==> src/rtl/parking_pkg.sv <==
// parking_pkg: shared gate state type and default timing constants
package parking_pkg;
  typedef enum logic [2:0] {IDLE, ARMED, OPEN, PASSING, CLEAR} gate_state_t;
  localparam int DEBOUNCE_CYCLES_DEF = 4;
  localparam int OPEN_TIMEOUT_DEF = 1000;
endpackage

==> src/rtl/parking_gate_controller_if.sv <==
// parking_gate_if: raw gate hardware, space flags and event outputs of the gate controller
interface parking_gate_if;
  logic en_loop_raw, en_pass_raw, en_badge_valid, en_badge_uni;
  logic ex_loop_raw, ex_pass_raw, ex_badge_valid, ex_badge_uni;
  logic uni_is_vacated_space, is_vacated_space;
  logic en_barrier_open, ex_barrier_open, en_denied;
  logic car_entered, is_uni_car_entered, car_exited, is_uni_car_exited;
  modport master (
    output en_loop_raw, en_pass_raw, en_badge_valid, en_badge_uni,
    output ex_loop_raw, ex_pass_raw, ex_badge_valid, ex_badge_uni,
    output uni_is_vacated_space, is_vacated_space,
    input en_barrier_open, ex_barrier_open, en_denied,
    input car_entered, is_uni_car_entered, car_exited, is_uni_car_exited
  );
  modport slave (
    input en_loop_raw, en_pass_raw, en_badge_valid, en_badge_uni,
    input ex_loop_raw, ex_pass_raw, ex_badge_valid, ex_badge_uni,
    input uni_is_vacated_space, is_vacated_space,
    output en_barrier_open, ex_barrier_open, en_denied,
    output car_entered, is_uni_car_entered, car_exited, is_uni_car_exited
  );
endinterface

==> src/rtl/gate_fsm.sv <==
// gate_fsm: barrier state machine for one gate, optional space check on badge
module gate_fsm import parking_pkg::*; #(
  parameter int OPEN_TIMEOUT = 1000,
  parameter int TMR_W = $clog2(OPEN_TIMEOUT + 1),
  parameter bit CHECK_SPACE = 1'b1
) (
  input  logic clk,
  input  logic reset,
  input  logic loop,
  input  logic pass,
  input  logic badge_valid,
  input  logic badge_uni,
  input  logic uni_space,
  input  logic space,
  output logic barrier_open,
  output logic denied,
  output logic car_event,
  output logic car_uni
);
  gate_state_t state, next;
  logic [TMR_W-1:0] tmr;
  logic uni_q, granted;
  // next-state decode; a dropping loop in ARMED wins over a same-cycle badge
  always_comb begin
    next = state;
    granted = !CHECK_SPACE || (badge_uni ? uni_space : space);
    case (state)
      IDLE:    next = loop ? ARMED : IDLE;
      ARMED:   next = !loop ? IDLE : !badge_valid ? ARMED : granted ? OPEN : CLEAR;
      OPEN:    next = pass ? PASSING : tmr >= TMR_W'(OPEN_TIMEOUT - 1) ? CLEAR : OPEN;
      PASSING: next = pass ? PASSING : CLEAR;
      CLEAR:   next = loop ? CLEAR : IDLE;
      default: next = IDLE;
    endcase
  end
  // state, timeout counter, badge latch and registered outputs
  always_ff @(posedge clk or negedge reset)
    if (!reset) begin
      state <= IDLE;
      tmr <= '0;
      uni_q <= 1'b0;
      barrier_open <= 1'b0;
      denied <= 1'b0;
      car_event <= 1'b0;
      car_uni <= 1'b0;
    end else begin
      state <= next;
      tmr <= state != OPEN ? '0 : tmr == TMR_W'(OPEN_TIMEOUT) ? tmr : tmr + 1'b1;
      if (state == ARMED && badge_valid) uni_q <= badge_uni;
      barrier_open <= next == OPEN || next == PASSING;
      denied <= state == ARMED && next == CLEAR;
      car_event <= state == PASSING && next == CLEAR;
      car_uni <= state == PASSING && next == CLEAR && uni_q;
    end
endmodule

==> src/rtl/sensor_debouncer.sv <==
// sensor_debouncer: 2-flop synchronizer followed by a consecutive-stable-cycles debouncer
module sensor_debouncer #(
  parameter int DEBOUNCE_CYCLES = 4
) (
  input  logic clk,
  input  logic reset,
  input  logic raw,
  output logic db
);
  localparam int CW = DEBOUNCE_CYCLES > 1 ? $clog2(DEBOUNCE_CYCLES) : 1;
  logic s1, s2;
  logic [CW-1:0] cnt;
  // synchronize, then let db follow only after DEBOUNCE_CYCLES straight disagreeing samples
  always_ff @(posedge clk or negedge reset)
    if (!reset) begin
      s1 <= 1'b0;
      s2 <= 1'b0;
      db <= 1'b0;
      cnt <= '0;
    end else begin
      s1 <= raw;
      s2 <= s1;
      if (s2 == db) cnt <= '0;
      else if (cnt == CW'(DEBOUNCE_CYCLES - 1)) begin
        db <= s2;
        cnt <= '0;
      end else cnt <= cnt + 1'b1;
    end
endmodule

==> src/rtl/parking_gate_controller.sv <==
// parking_gate_controller: conditions entry/exit gate sensors and runs one barrier FSM per gate
module parking_gate_controller import parking_pkg::*; #(
  parameter int DEBOUNCE_CYCLES = DEBOUNCE_CYCLES_DEF,
  parameter int OPEN_TIMEOUT = OPEN_TIMEOUT_DEF,
  parameter int TMR_W = $clog2(OPEN_TIMEOUT + 1)
) (
  input logic clk,
  input logic reset,
  parking_gate_if.slave gate
);
  logic en_loop, en_pass, ex_loop, ex_pass, ex_denied_unused;
  sensor_debouncer #(.DEBOUNCE_CYCLES(DEBOUNCE_CYCLES)) u_en_loop (.clk, .reset, .raw(gate.en_loop_raw), .db(en_loop));
  sensor_debouncer #(.DEBOUNCE_CYCLES(DEBOUNCE_CYCLES)) u_en_pass (.clk, .reset, .raw(gate.en_pass_raw), .db(en_pass));
  sensor_debouncer #(.DEBOUNCE_CYCLES(DEBOUNCE_CYCLES)) u_ex_loop (.clk, .reset, .raw(gate.ex_loop_raw), .db(ex_loop));
  sensor_debouncer #(.DEBOUNCE_CYCLES(DEBOUNCE_CYCLES)) u_ex_pass (.clk, .reset, .raw(gate.ex_pass_raw), .db(ex_pass));
  gate_fsm #(.OPEN_TIMEOUT(OPEN_TIMEOUT), .TMR_W(TMR_W), .CHECK_SPACE(1'b1)) u_en (
    .clk, .reset, .loop(en_loop), .pass(en_pass),
    .badge_valid(gate.en_badge_valid), .badge_uni(gate.en_badge_uni),
    .uni_space(gate.uni_is_vacated_space), .space(gate.is_vacated_space),
    .barrier_open(gate.en_barrier_open), .denied(gate.en_denied),
    .car_event(gate.car_entered), .car_uni(gate.is_uni_car_entered)
  );
  gate_fsm #(.OPEN_TIMEOUT(OPEN_TIMEOUT), .TMR_W(TMR_W), .CHECK_SPACE(1'b0)) u_ex (
    .clk, .reset, .loop(ex_loop), .pass(ex_pass),
    .badge_valid(gate.ex_badge_valid), .badge_uni(gate.ex_badge_uni),
    .uni_space(gate.uni_is_vacated_space), .space(gate.is_vacated_space),
    .barrier_open(gate.ex_barrier_open), .denied(ex_denied_unused),
    .car_event(gate.car_exited), .car_uni(gate.is_uni_car_exited)
  );
endmodule

==> src/flat_wrapper.sv <==
// flat-port wrapper written by rule: the top's interface ports become plain ports
module parking_gate_controller_flat import parking_pkg::*;
#(
  parameter int DEBOUNCE_CYCLES = DEBOUNCE_CYCLES_DEF,
  parameter int OPEN_TIMEOUT = OPEN_TIMEOUT_DEF,
  parameter int TMR_W = $clog2(OPEN_TIMEOUT + 1)
)
  (clk, reset, gate_en_loop_raw, gate_en_pass_raw, gate_en_badge_valid, gate_en_badge_uni, gate_ex_loop_raw, gate_ex_pass_raw, gate_ex_badge_valid, gate_ex_badge_uni, gate_uni_is_vacated_space, gate_is_vacated_space, gate_en_barrier_open, gate_ex_barrier_open, gate_en_denied, gate_car_entered, gate_is_uni_car_entered, gate_car_exited, gate_is_uni_car_exited);
  parking_gate_if gate_i ();
  input logic clk;
  input logic reset;
  input wire logic [$bits(gate_i.en_loop_raw)-1:0] gate_en_loop_raw;
  input wire logic [$bits(gate_i.en_pass_raw)-1:0] gate_en_pass_raw;
  input wire logic [$bits(gate_i.en_badge_valid)-1:0] gate_en_badge_valid;
  input wire logic [$bits(gate_i.en_badge_uni)-1:0] gate_en_badge_uni;
  input wire logic [$bits(gate_i.ex_loop_raw)-1:0] gate_ex_loop_raw;
  input wire logic [$bits(gate_i.ex_pass_raw)-1:0] gate_ex_pass_raw;
  input wire logic [$bits(gate_i.ex_badge_valid)-1:0] gate_ex_badge_valid;
  input wire logic [$bits(gate_i.ex_badge_uni)-1:0] gate_ex_badge_uni;
  input wire logic [$bits(gate_i.uni_is_vacated_space)-1:0] gate_uni_is_vacated_space;
  input wire logic [$bits(gate_i.is_vacated_space)-1:0] gate_is_vacated_space;
  output wire logic [$bits(gate_i.en_barrier_open)-1:0] gate_en_barrier_open;
  output wire logic [$bits(gate_i.ex_barrier_open)-1:0] gate_ex_barrier_open;
  output wire logic [$bits(gate_i.en_denied)-1:0] gate_en_denied;
  output wire logic [$bits(gate_i.car_entered)-1:0] gate_car_entered;
  output wire logic [$bits(gate_i.is_uni_car_entered)-1:0] gate_is_uni_car_entered;
  output wire logic [$bits(gate_i.car_exited)-1:0] gate_car_exited;
  output wire logic [$bits(gate_i.is_uni_car_exited)-1:0] gate_is_uni_car_exited;
  assign gate_i.en_loop_raw = gate_en_loop_raw;
  assign gate_i.en_pass_raw = gate_en_pass_raw;
  assign gate_i.en_badge_valid = gate_en_badge_valid;
  assign gate_i.en_badge_uni = gate_en_badge_uni;
  assign gate_i.ex_loop_raw = gate_ex_loop_raw;
  assign gate_i.ex_pass_raw = gate_ex_pass_raw;
  assign gate_i.ex_badge_valid = gate_ex_badge_valid;
  assign gate_i.ex_badge_uni = gate_ex_badge_uni;
  assign gate_i.uni_is_vacated_space = gate_uni_is_vacated_space;
  assign gate_i.is_vacated_space = gate_is_vacated_space;
  assign gate_en_barrier_open = gate_i.en_barrier_open;
  assign gate_ex_barrier_open = gate_i.ex_barrier_open;
  assign gate_en_denied = gate_i.en_denied;
  assign gate_car_entered = gate_i.car_entered;
  assign gate_is_uni_car_entered = gate_i.is_uni_car_entered;
  assign gate_car_exited = gate_i.car_exited;
  assign gate_is_uni_car_exited = gate_i.is_uni_car_exited;
  parking_gate_controller #(.DEBOUNCE_CYCLES(DEBOUNCE_CYCLES), .OPEN_TIMEOUT(OPEN_TIMEOUT), .TMR_W(TMR_W)) u_core (.clk(clk), .reset(reset), .gate(gate_i));
endmodule
==> config.mk <==
export PLATFORM = sky130hd
export DESIGN_NAME = parking_gate_controller_flat
export DESIGN_NICKNAME = d
export VERILOG_FILES = /design/src/rtl/parking_pkg.sv /design/src/rtl/parking_gate_controller_if.sv /design/src/rtl/gate_fsm.sv /design/src/rtl/sensor_debouncer.sv /design/src/rtl/parking_gate_controller.sv /design/src/flat_wrapper.sv
export SDC_FILE = /design/constraint.sdc
export NUM_CORES = 1
export LEC_CHECK = 0
export BUFFER_PORTS_ARGS = -buffer_cell sky130_fd_sc_hd__buf_2
export CAP_MARGIN = 20
export CELL_PAD_IN_SITES_DETAIL_PLACEMENT = 1
export CELL_PAD_IN_SITES_GLOBAL_PLACEMENT = 1
export CORE_MARGIN = 3
export CORE_UTILIZATION = 47
export DETAILED_ROUTE_END_ITERATION = 12
export PLACE_DENSITY = 0.85
export RECOVER_POWER = 50
export SKIP_CTS_REPAIR_TIMING = 1
export SLEW_MARGIN = 10
export SYNTH_ARGS = -nofsm -noshare
export SYNTH_HDL_FRONTEND = slang
export SYNTH_SLANG_ARGS = --single-unit
==> constraint.sdc <==
create_clock -name clk -period 2.2 [get_ports clk]
set_input_delay 0.22 -clock clk [delete_from_list [all_inputs] [get_ports clk]]
set_output_delay 0.22 -clock clk [all_outputs]
set_load 0.005 [all_outputs]
Word level (Yosys, flattened, before mapping)
Index checks and enable logic that the tools add are counted.

Output and inout port bits: 7. Register bits after elaboration: 55. Input bits: 12.

Muxes and demuxes: 30. Magnitude comparators: 2. Equality and inequality tests: 28. Reduce and logical (&&, ||, !) cells: 15. Bitwise operators: 4. $add $sub $neg: 6.

Operator list (count): two-way mux 10 bit (4); two-way mux 3 bit (11); case mux 3 bit (5 select lines) (2); equality test 3 x 2 -> 1 bit, second input constant (8); adder 10 x 1 -> 10 bit, second input constant (2); equality test 10 bit, second input constant (2); greater-or-equal comparator 10 bit, second input constant (2); two-way mux 2 bit (10); equality test 3 bit, second input constant (4); adder 2 x 1 -> 2 bit, second input constant (4); equality test 2 bit, second input constant (4); AND reduction 2 bit (4); logical AND 1 bit (7); equality test 3 x 1 -> 1 bit, second input constant (2); zero test 3 bit (2); inequality test 3 x 2 -> 1 bit, second input constant (2); equality test 1 bit (4); inequality test 2 bit, second input constant (2); inverter 1 bit (4); two-way mux 1 bit (3); logical OR 1 bit (2).

Depth between registers and ports, before layout
Gate-level depths: netlist of run 1.

Word-level depth: 8. Gate-level depth with buffers: 5.

Modules after synthesis
A second synthesis of run 1 with hierarchy kept.

Cells, all modules: 217. Area total of the unflattened synthesis: 2502.4 um2.

By module, submodules not included: gate_fsm (u_core.u_en) (cells each 93, times used 1, sequential area each 450.4 um2, area an instance 919.6 um2); gate_fsm (u_core.u_ex) (cells each 84, times used 1, sequential area each 450.4 um2, area an instance 887.1 um2); sensor_debouncer (cells each 10, times used 4, sequential area each 125.1 um2, area an instance 173.9 um2).

Worst setup path after synthesis of run 1
OpenSTA, ideal clock, no wires.

Kind: register to register. Start point: register u_core.u_en.tmr[0]. End point: register u_core.u_en.state[2]. Buffers on the path: 0. Data arrival time: 1.558 ns. Period minus slack after synthesis: 1.687 ns. Stages on the path, launching flop included: 5. Setup slack: 0.513 ns. Cell sequence: dfrtp_1 > ha_1 > a221oi_1 > and4bb_2 > a2111o_1.

Longest elaborated chain between the ends: 4.

RTL lines: start: declaration (RTL line gate_fsm.sv:21) `logic [TMR_W-1:0] tmr;`; start signal: assignment (RTL line gate_fsm.sv:48) `tmr <= state != OPEN ? '0 : tmr == TMR_W'(OPEN_TIMEOUT) ? tmr : tmr + 1'b1;`; greater-or-equal comparator 10 bit (RTL line gate_fsm.sv:30) `OPEN: next = pass ? PASSING : tmr >= TMR_W'(OPEN_TIMEOUT - 1) ? CLEAR : OPEN;`; two-way mux 3 bit (2 in a row) (RTL line gate_fsm.sv:30); case mux 3 bit (5 select lines) (RTL line gate_fsm.sv:27) `case (state)`; via u_core.u_en.next[2] (RTL line gate_fsm.sv:20) `gate_state_t state, next;`; end signal: assignment (RTL line gate_fsm.sv:47) `state <= next;`; end: declaration (RTL line gate_fsm.sv:20).

The timed path passes the listed nets, and every way through them passes these cells. A chain may end at the register's enable or synchronous reset.

Worst setup path after layout of run 1
Same ends and word-level chain as after synthesis.

==> results_tabular.tex, run 1 <==
\begin{tabular}{lr}
\hline
Metric & Value \\
\hline
\multicolumn{2}{l}{\textbf{Status}} \\
Run status & finished, final reports clean \\
\multicolumn{2}{l}{\textbf{STA}} \\
Time the final worst path needs with I/O delays and setup & 1798 ps \\
Actual transition at the worst max-transition pin & 1363 ps \\
Post-route fraction of the period consumed by the critical path & 0.8171 \\
Worst-case clock skew & 7.020 ps \\
Final setup vio count & 0 \\
Final hold vios & 0 \\
Slew Limit Fails & 0 \\
Unrepaired setup endpoints after global routing & no \\
Accumulated negative setup slack & 0 ps \\
Max Freq & 556.3 MHz \\
Worst relative slew slack & 0.09164 \\
\multicolumn{2}{l}{\textbf{Power and ir drop}} \\
Sequential share of power & 0.538 \\
Peak supply drop & 0.6104 mV \\
Clk pwr share & 0.258 \\
Switching power summed over all nets & 0.7769 mW \\
Post-layout total power & 2.564 mW \\
Sw Share & 0.3030 \\
Internal power of the cells & 1.787 mW \\
Areal power density over the cells & 941.0 nW/µm² \\
Lkg Pwr & 1.168 nW \\
Fraction of power consumed by combinational cells & 0.204 \\
\multicolumn{2}{l}{\textbf{Floorplanning}} \\
Horizontal die dimension & 77.74 µm \\
Number of primary I/O pins & 19 \\
Row cnt & 25 \\
Placeable core area & 4848 µm² \\
Die boundary height & 77.74 µm \\
Die outline area & 6043 µm² \\
Initial standard-cell utilization of the core & 0.4988 \\
\multicolumn{2}{l}{\textbf{Clock tree}} \\
Clock sinks & 55 \\
Clock Latency Late Sink & 310 ps \\
Clock Tree Buf Depth & 2 \\
Clock tree from TritonCTS & yes \\
Number of clock buffers inserted by TritonCTS & 5 \\
Clk root buf & clkbuf\_8 \\
Count of H-tree levels built during CTS & 2 \\
Clock edge transition at the registers on the reported setup and hold paths & 100 ps \\
\multicolumn{2}{l}{\textbf{Synth}} \\
Fraction of the yosys area taken by sequential cells & 0.5691 \\
Area fraction in compound gates after synthesis & 0.09519 \\
Most area-hungry cell type in the Yosys netlist & dfrtp\_1 \\
Share of the synthesized area in the top cell type & 0.5691 \\
Average cell area after synthesis & 11.74 µm² \\
Total of warnings raised by yosys & 0 \\
Number of flops mapped to enable cells by yosys & 0 \\
Number of flip-flops and latches in the synthesized netlist & 55 \\
Top cells by area, synth & dfrtp\_1 (57\%), ha\_1 (4.1\%), nand2\_1 (2.8\%) \\
Synthesized Nets & 226 \\
Mux cell area share after synthesis & 0.04397 \\
Main combinational cell family by area after synthesis & simple AND/OR/NAND/NOR gates \\
Gate Count Post-Synth & 206 \\
Post-Syn Area & 2419 µm² \\
Fraction of the mapped netlist area in adder cells & 0.04139 \\
Async S/R FF share, synth & 1.000 \\
Number of distinct library cells after synthesis & 46 \\
Dominant register cell in the synthesized netlist & dfrtp\_1 \\
Xor-xnor portion of the synthesized cell area & 0.03259 \\
Synthesized-area fraction occupied by and/or/nand/nor cells & 0.2018 \\
\multicolumn{2}{l}{\textbf{Drt}} \\
Per-cell via count in the routed design & 5.730 \\
Detailed-routing iteration count for the pre-antenna-repair pass & 4 \\
Via count & 1,719 \\
Number of DRC violations after detailed-routing iteration 0 & 141 \\
Wire length reported by the detailed router & 4.864 mm \\
Routed Antenna Nets & 0 \\
Average routed wire per standard cell & 16.21 µm \\
DRC violation count after routing & 0 \\
\multicolumn{2}{l}{\textbf{Cells and area}} \\
Layout fillers & 517 \\
Commonest non-fill, non-tap cell in the layout & dfrtp\_1 \\
Syn-to-layout area delta & 12.67\% \\
Ant. Diodes & 0 \\
Total area of sequential cells & 1376 µm² \\
Layout Nets & 253 \\
Most used cells in the layout excluding fill and tap cells & dfrtp\_1 (55), nand2\_1 (18), buf\_2 (18), a21oi\_1 (9), nand3\_1 (9) \\
Fraction of final layout cells sized beyond drive strength 1 & 0.1631 \\
Multi-input gate area & 1003 µm² \\
\multicolumn{2}{l}{\textbf{Place}} \\
Hpwl dp & 3.453 mm \\
RePlAce Congestion & 0.8307 \\
Total of buffers placed on input and output ports & 18 \\
\multicolumn{2}{l}{\textbf{Setup path}} \\
Critical path arrival & 1990 ps \\
Startpoint class of the critical path & flip-flop \\
Register-to-register setup slack & 400 ps \\
Worst Setup End Kind & flip-flop \\
Reg-to-reg critical path startpoint & u\_core.u\_en.tmr[0] \\
Number of cells on the worst reg-to-reg path & 4 \\
Terminus of the critical flop-to-flop path & u\_core.u\_en.state[2] \\
Worst-path maximum fanout & 5 \\
Worst setup path category & flip-flop to flip-flop \\
Endpoint required time on the critical path & 2390 ps \\
\multicolumn{2}{l}{\textbf{Global route}} \\
Number of global-route vias before repair & 1,772 \\
Total track usage & 0.1747 \\
Maximum number of pins on one net before global-route repair & 56 \\
Antenna violations before repair & 0 \\
Wire length of the first global-routing pass & 8.383 mm \\
Remaining Overflow, GRT & 0 \\
\multicolumn{2}{l}{\textbf{Min path}} \\
Cell depth of the worst hold path & 1 \\
Worst hold endpoint & u\_core.u\_en\_pass.s1 \\
Class of the most critical hold timing path & input pin to flip-flop \\
Hold Path Origin & gate\_en\_pass\_raw \\
\multicolumn{2}{l}{\textbf{Flow run}} \\
Max Cap Viol & 0 \\
\hline
\end{tabular}
[layout make-up]
class                           instances  area share
Sequential cell                        55      0.5051
Multi-Input combinational cell        141      0.3682
Timing Repair Buffer                   22     0.04591
Tap cell                               67     0.03076
Clock buffer                            5     0.02525
Clock inverter                          2     0.01377
Inverter                                8     0.01102
[cells by family after synthesis]
| logic type | after synthesis |
|---|---|
| and+or+nand+nor | 80 |
| muxes | 10 |
| adders and majority gates | 8 |
| AOI/OAI and AO/OA | 34 |
| xor gates and xnor gates | 9 |
| DFF | 55 |
| buffers and inverters | 10 |
[flip-flops by register name (all words and copies together), names as in the netlist, 2 cells and up]
name,flops
u_core.u_ex_pass.cnt,2
u_core.u_ex.state,3
u_core.u_en_loop.cnt,2
u_core.u_en.state,3
u_core.u_ex_loop.cnt,2
u_core.u_ex.tmr,10
u_core.u_en.tmr,10
u_core.u_en_pass.cnt,2
[metal layers]
| metal | routed length, µm | GRT usage |
|---|---|---|
| met1 | 2148 | 0.2197 |
| met2 | 2515 | 0.3014 |
| met3 | 155 | 0.03828 |
| met4 | 44 | 0.04982 |
| met5 | 0 | 0 |
[cells in the mapped netlist, types with 4 or more instances]
library cell	n
or4_1	4
or3_1	4
o21ai_0	5
inv_1	8
nor2_1	7
nand3_1	9
xnor2_1	6
mux2i_1	5
a21oi_1	9
ha_1	8
dfrtp_1	55
nor2b_1	6
nor3_1	7
nand2_1	18
mux2_2	5
o31ai_1	4
[worst max path at each step]
stage	start	cells past startpoint	to	slack [ps]
global placement	u_core.u_en.tmr[0]	4	u_core.u_en.state[2]	470
detailed placement	u_core.u_en.tmr[0]	4	u_core.u_en.state[2]	420
global route	u_core.u_en.tmr[0]	4	u_core.u_en.state[2]	300
floorplan	u_core.u_en.tmr[0]	4	u_core.u_en.state[2]	510
CTS	u_core.u_en.tmr[0]	4	u_core.u_en.state[2]	390
finish	u_core.u_en.tmr[0]	4	u_core.u_en.state[2]	400
[power groups by stage]
| stage | Sequential [mW] | Clock, mW | Combinational [mW] |
|---|---|---|---|
| after floorplan | 1.33 | 0 | 0.394 |
| after global placement | 1.37 | 0 | 0.493 |
| after detailed placement | 1.40 | 0 | 0.523 |
| after CTS | 1.38 | 0.677 | 0.532 |
| after global routing | 1.41 | 0.719 | 0.601 |
| final | 1.38 | 0.661 | 0.524 |
[critical path, stage by stage, from the launching register on]
cell and delay (ps):
dfrtp_1 440, ha_1 270, a221oi_1 280, and4bb_2 280, a2111o_1 410
[per-stage QoR]
step           worst slack (ps)  hold WS (ps)  utilization  std cells  cell area [µm²]
3_3_place_gp              473.0         328.0       0.5345        290             2591
5_1_grt                   299.6         4.749       0.5621        300             2725
4_1_cts                   386.4         2.716       0.5564        297             2698
6_report                  402.4         16.64       0.5621        300             2725
3_5_place_dp              420.4         329.7       0.5345        290             2591
2_1_floorplan             513.2        -75.59            -        206             2419
No activity file was read; power rests on OpenSTA's default activity.
==> run 2, diff against run 1 <==
==> constraint.sdc (replaced) <==
create_clock -name clk -period 1.8 [get_ports clk]
set_input_delay 0.18 -clock clk [delete_from_list [all_inputs] [get_ports clk]]
set_output_delay 0.18 -clock clk [all_outputs]
set_load 0.005 [all_outputs]
==> results_tabular.tex, run 2 (same netlist as run 1, synthesis figures left out) <==
\begin{tabular}{lr}
\hline
Metric & Value \\
\hline
\multicolumn{2}{l}{\textbf{Status}} \\
Run status & finished, final reports clean \\
\multicolumn{2}{l}{\textbf{Setup path}} \\
Startpoint class of the critical path & flip-flop \\
Reg-to-reg critical path startpoint & u\_core.u\_en.tmr[1] \\
Worst setup path category & flip-flop to flip-flop \\
Number of cells on the worst reg-to-reg path & 4 (unchanged) \\
Crit path from & u\_core.u\_en.tmr[1] \\
Worst-path maximum fanout & 5 (unchanged) \\
Worst Setup End Kind & flip-flop \\
Register-to-register setup slack & 60 ps (-340 ps) \\
Terminus of the critical flop-to-flop path & u\_core.u\_en.state[2] \\
Critical path arrival & 1930 ps (-60 ps) \\
Endpoint required time on the critical path & 1990 ps (-400 ps) \\
\multicolumn{2}{l}{\textbf{Global route}} \\
Antenna violations before repair & 0 (unchanged) \\
Remaining Overflow, GRT & 0 (unchanged) \\
Number of global-route vias before repair & 1,863 (+5.1\%) \\
Wire length of the first global-routing pass & 8.880 mm (+5.9\%) \\
Maximum number of pins on one net before global-route repair & 56 (unchanged) \\
Total track usage & 0.1862 (+0.01151) \\
\multicolumn{2}{l}{\textbf{Drt}} \\
Detailed-routing iteration count for the pre-antenna-repair pass & 4 (unchanged) \\
Routed Antenna Nets & 0 (unchanged) \\
Number of DRC violations after detailed-routing iteration 0 & 58 (-59\%) \\
DRC violation count after routing & 0 (unchanged) \\
Average routed wire per standard cell & 16.86 µm (+4.0\%) \\
Wire length reported by the detailed router & 5.158 mm (+6.0\%) \\
Per-cell via count in the routed design & 5.660 (-1.2\%) \\
Via count & 1,732 (+0.76\%) \\
\multicolumn{2}{l}{\textbf{STA}} \\
Worst relative slew slack & 0.09710 (+0.005463) \\
Hold Worst Slack & 108.0 ps (+91.40 ps) \\
Post-route fraction of the period consumed by the critical path & 0.9660 (+0.1489) \\
Accumulated negative setup slack & 0 ps (unchanged) \\
Max Freq & 575.1 MHz (+3.4\%) \\
Final hold vios & 0 (unchanged) \\
Worst-case clock skew & 10.31 ps (+3.294 ps) \\
Slew Limit Fails & 0 (unchanged) \\
Final setup vio count & 0 (unchanged) \\
Actual transition at the worst max-transition pin & 1354 ps (-8.195 ps) \\
Unrepaired setup endpoints after global routing & no \\
Time the final worst path needs with I/O delays and setup & 1739 ps (-58.80 ps) \\
\multicolumn{2}{l}{\textbf{Min path}} \\
Worst hold endpoint & u\_core.u\_ex.uni\_q \\
Cell depth of the worst hold path & 2 (+1) \\
Class of the most critical hold timing path & input pin to flip-flop \\
Hold Path Origin & gate\_ex\_badge\_uni \\
\multicolumn{2}{l}{\textbf{Clock tree}} \\
Count of H-tree levels built during CTS & 2 (unchanged) \\
Number of clock buffers inserted by TritonCTS & 5 (unchanged) \\
Clock edge transition at the registers on the reported setup and hold paths & 90 ps (about the same) \\
Clock tree from TritonCTS & yes \\
Clk root buf & clkbuf\_8 \\
Clock Latency Late Sink & 310 ps (about the same) \\
Clock sinks & 55 (unchanged) \\
Clock Tree Buf Depth & 2 (unchanged) \\
\multicolumn{2}{l}{\textbf{Floorplanning}} \\
Die boundary height & 77.74 µm (unchanged) \\
Horizontal die dimension & 77.74 µm (unchanged) \\
Row cnt & 25 (unchanged) \\
Initial standard-cell utilization of the core & 0.4988 (unchanged) \\
Die outline area & 6043 µm² (unchanged) \\
Placeable core area & 4848 µm² (unchanged) \\
Number of primary I/O pins & 19 (unchanged) \\
\multicolumn{2}{l}{\textbf{Cells and area}} \\
Commonest non-fill, non-tap cell in the layout & dfrtp\_1 \\
Layout Nets & 258 (+2.0\%) \\
Ant. Diodes & 0 (unchanged) \\
Most used cells in the layout excluding fill and tap cells & dfrtp\_1 (55), nand2\_1 (18), buf\_2 (18), a21oi\_1 (9), nand3\_1 (9) \\
Top flop regs & u\_core.u\_en.tmr: 10 flops, u\_core.u\_ex.tmr: 10 flops \\
Syn-to-layout area delta & 15.00\% \\
Fraction of final layout cells sized beyond drive strength 1 & 0.1841 (+0.02101) \\
\multicolumn{2}{l}{\textbf{Power and ir drop}} \\
Areal power density over the cells & 1158 nW/µm² (+23\%) \\
Sequential share of power & 0.524 (-0.014) \\
Sw Share & 0.2999 (-0.003091) \\
Peak supply drop & 0.6321 mV (+3.5\%) \\
Lkg Pwr & 1.204 nW (+3.1\%) \\
Internal power of the cells & 2.255 mW (+26\%) \\
Switching power summed over all nets & 0.9660 mW (+24\%) \\
Clk pwr share & 0.263 (+0.005) \\
Fraction of power consumed by combinational cells & 0.213 (+0.009) \\
\multicolumn{2}{l}{\textbf{Flow run}} \\
Max Cap Viol & 0 (unchanged) \\
\multicolumn{2}{l}{\textbf{Place}} \\
Total of buffers placed on input and output ports & 18 (unchanged) \\
RePlAce Congestion & 0.7504 (-9.7\%) \\
Hpwl dp & 3.565 mm (+3.2\%) \\
\hline
\end{tabular}
run 2: cell types whose count changed in the layout (fill, tap and decap cells not counted):
cell | before | now
buf_4 | 0 | 4
clkbuf_8 | 5 | 6
clkinv_2 | 0 | 1
clkinvlp_4 | 1 | 0
dlygate4sd3_1 | 3 | 4
nor3_1 | 7 | 6
nor3_2 | 0 | 1
run 2: power groups by stage:
stage	clock network, mW	logic (mW)	registers, mW
finish	0.846	0.687	1.69
global route	0.926	0.785	1.73
CTS	0.870	0.696	1.69
detailed placement	0	0.679	1.71
global placement	0	0.631	1.69
floorplan	0	0.481	1.63
run 2: stage by stage:
step,std cells,power [mW],area (µm²),util,worst slack [ps]
after floorplan,206,2.113,2419,-,113.2
after global placement,294,2.316,2621,0.5406,134.7
after detailed placement,294,2.387,2621,0.5406,66.62
after CTS,302,3.257,2739,0.5649,56.54
after global routing,306,3.442,2781,0.5737,3.028
final,306,3.221,2781,0.5737,61.20
run 2: cell type report:
| type | count | area, µm² |
|---|---|---|
| well taps | 67 | 83.83 |
| clock buffers | 6 | 82.58 |
| multi-input cells | 141 | 1008 |
| fillers | 507 | 2067 |
| clock inverters | 2 | 35.03 |
| flip-flops and latches | 55 | 1376 |
| inverters | 8 | 30.03 |
| repair buffers | 27 | 165.2 |
run 2: worst max path at each step:
| stage | endpoint | cells after the start |
|---|---|---|
| after floorplan | u_core.u_en.state[2] | 4 |
| after global placement | u_core.u_en.state[2] | 4 |
| after detailed placement | u_core.u_en.state[2] | 4 |
| after CTS | u_core.u_en.state[2] | 4 |
| after global routing | u_core.u_en.state[2] | 4 |
| final | u_core.u_en.state[2] | 4 |
run 2: worst max-delay path, cell delays in order (launching register included):
cell      delay (ps)
dfrtp_1          440
ha_1             230
a221oi_1         270
and4bb_2         290
a2111o_1         400
run 2: per-layer routing:
layer	vias to the layer above	global-route usage	part of all wire
li1	817	-	-
met1	891	0.2382	0.44
met2	20	0.3193	0.53
met3	4	0.03596	0.023
met4	0	0.05516	0.0068
met5	-	0	0
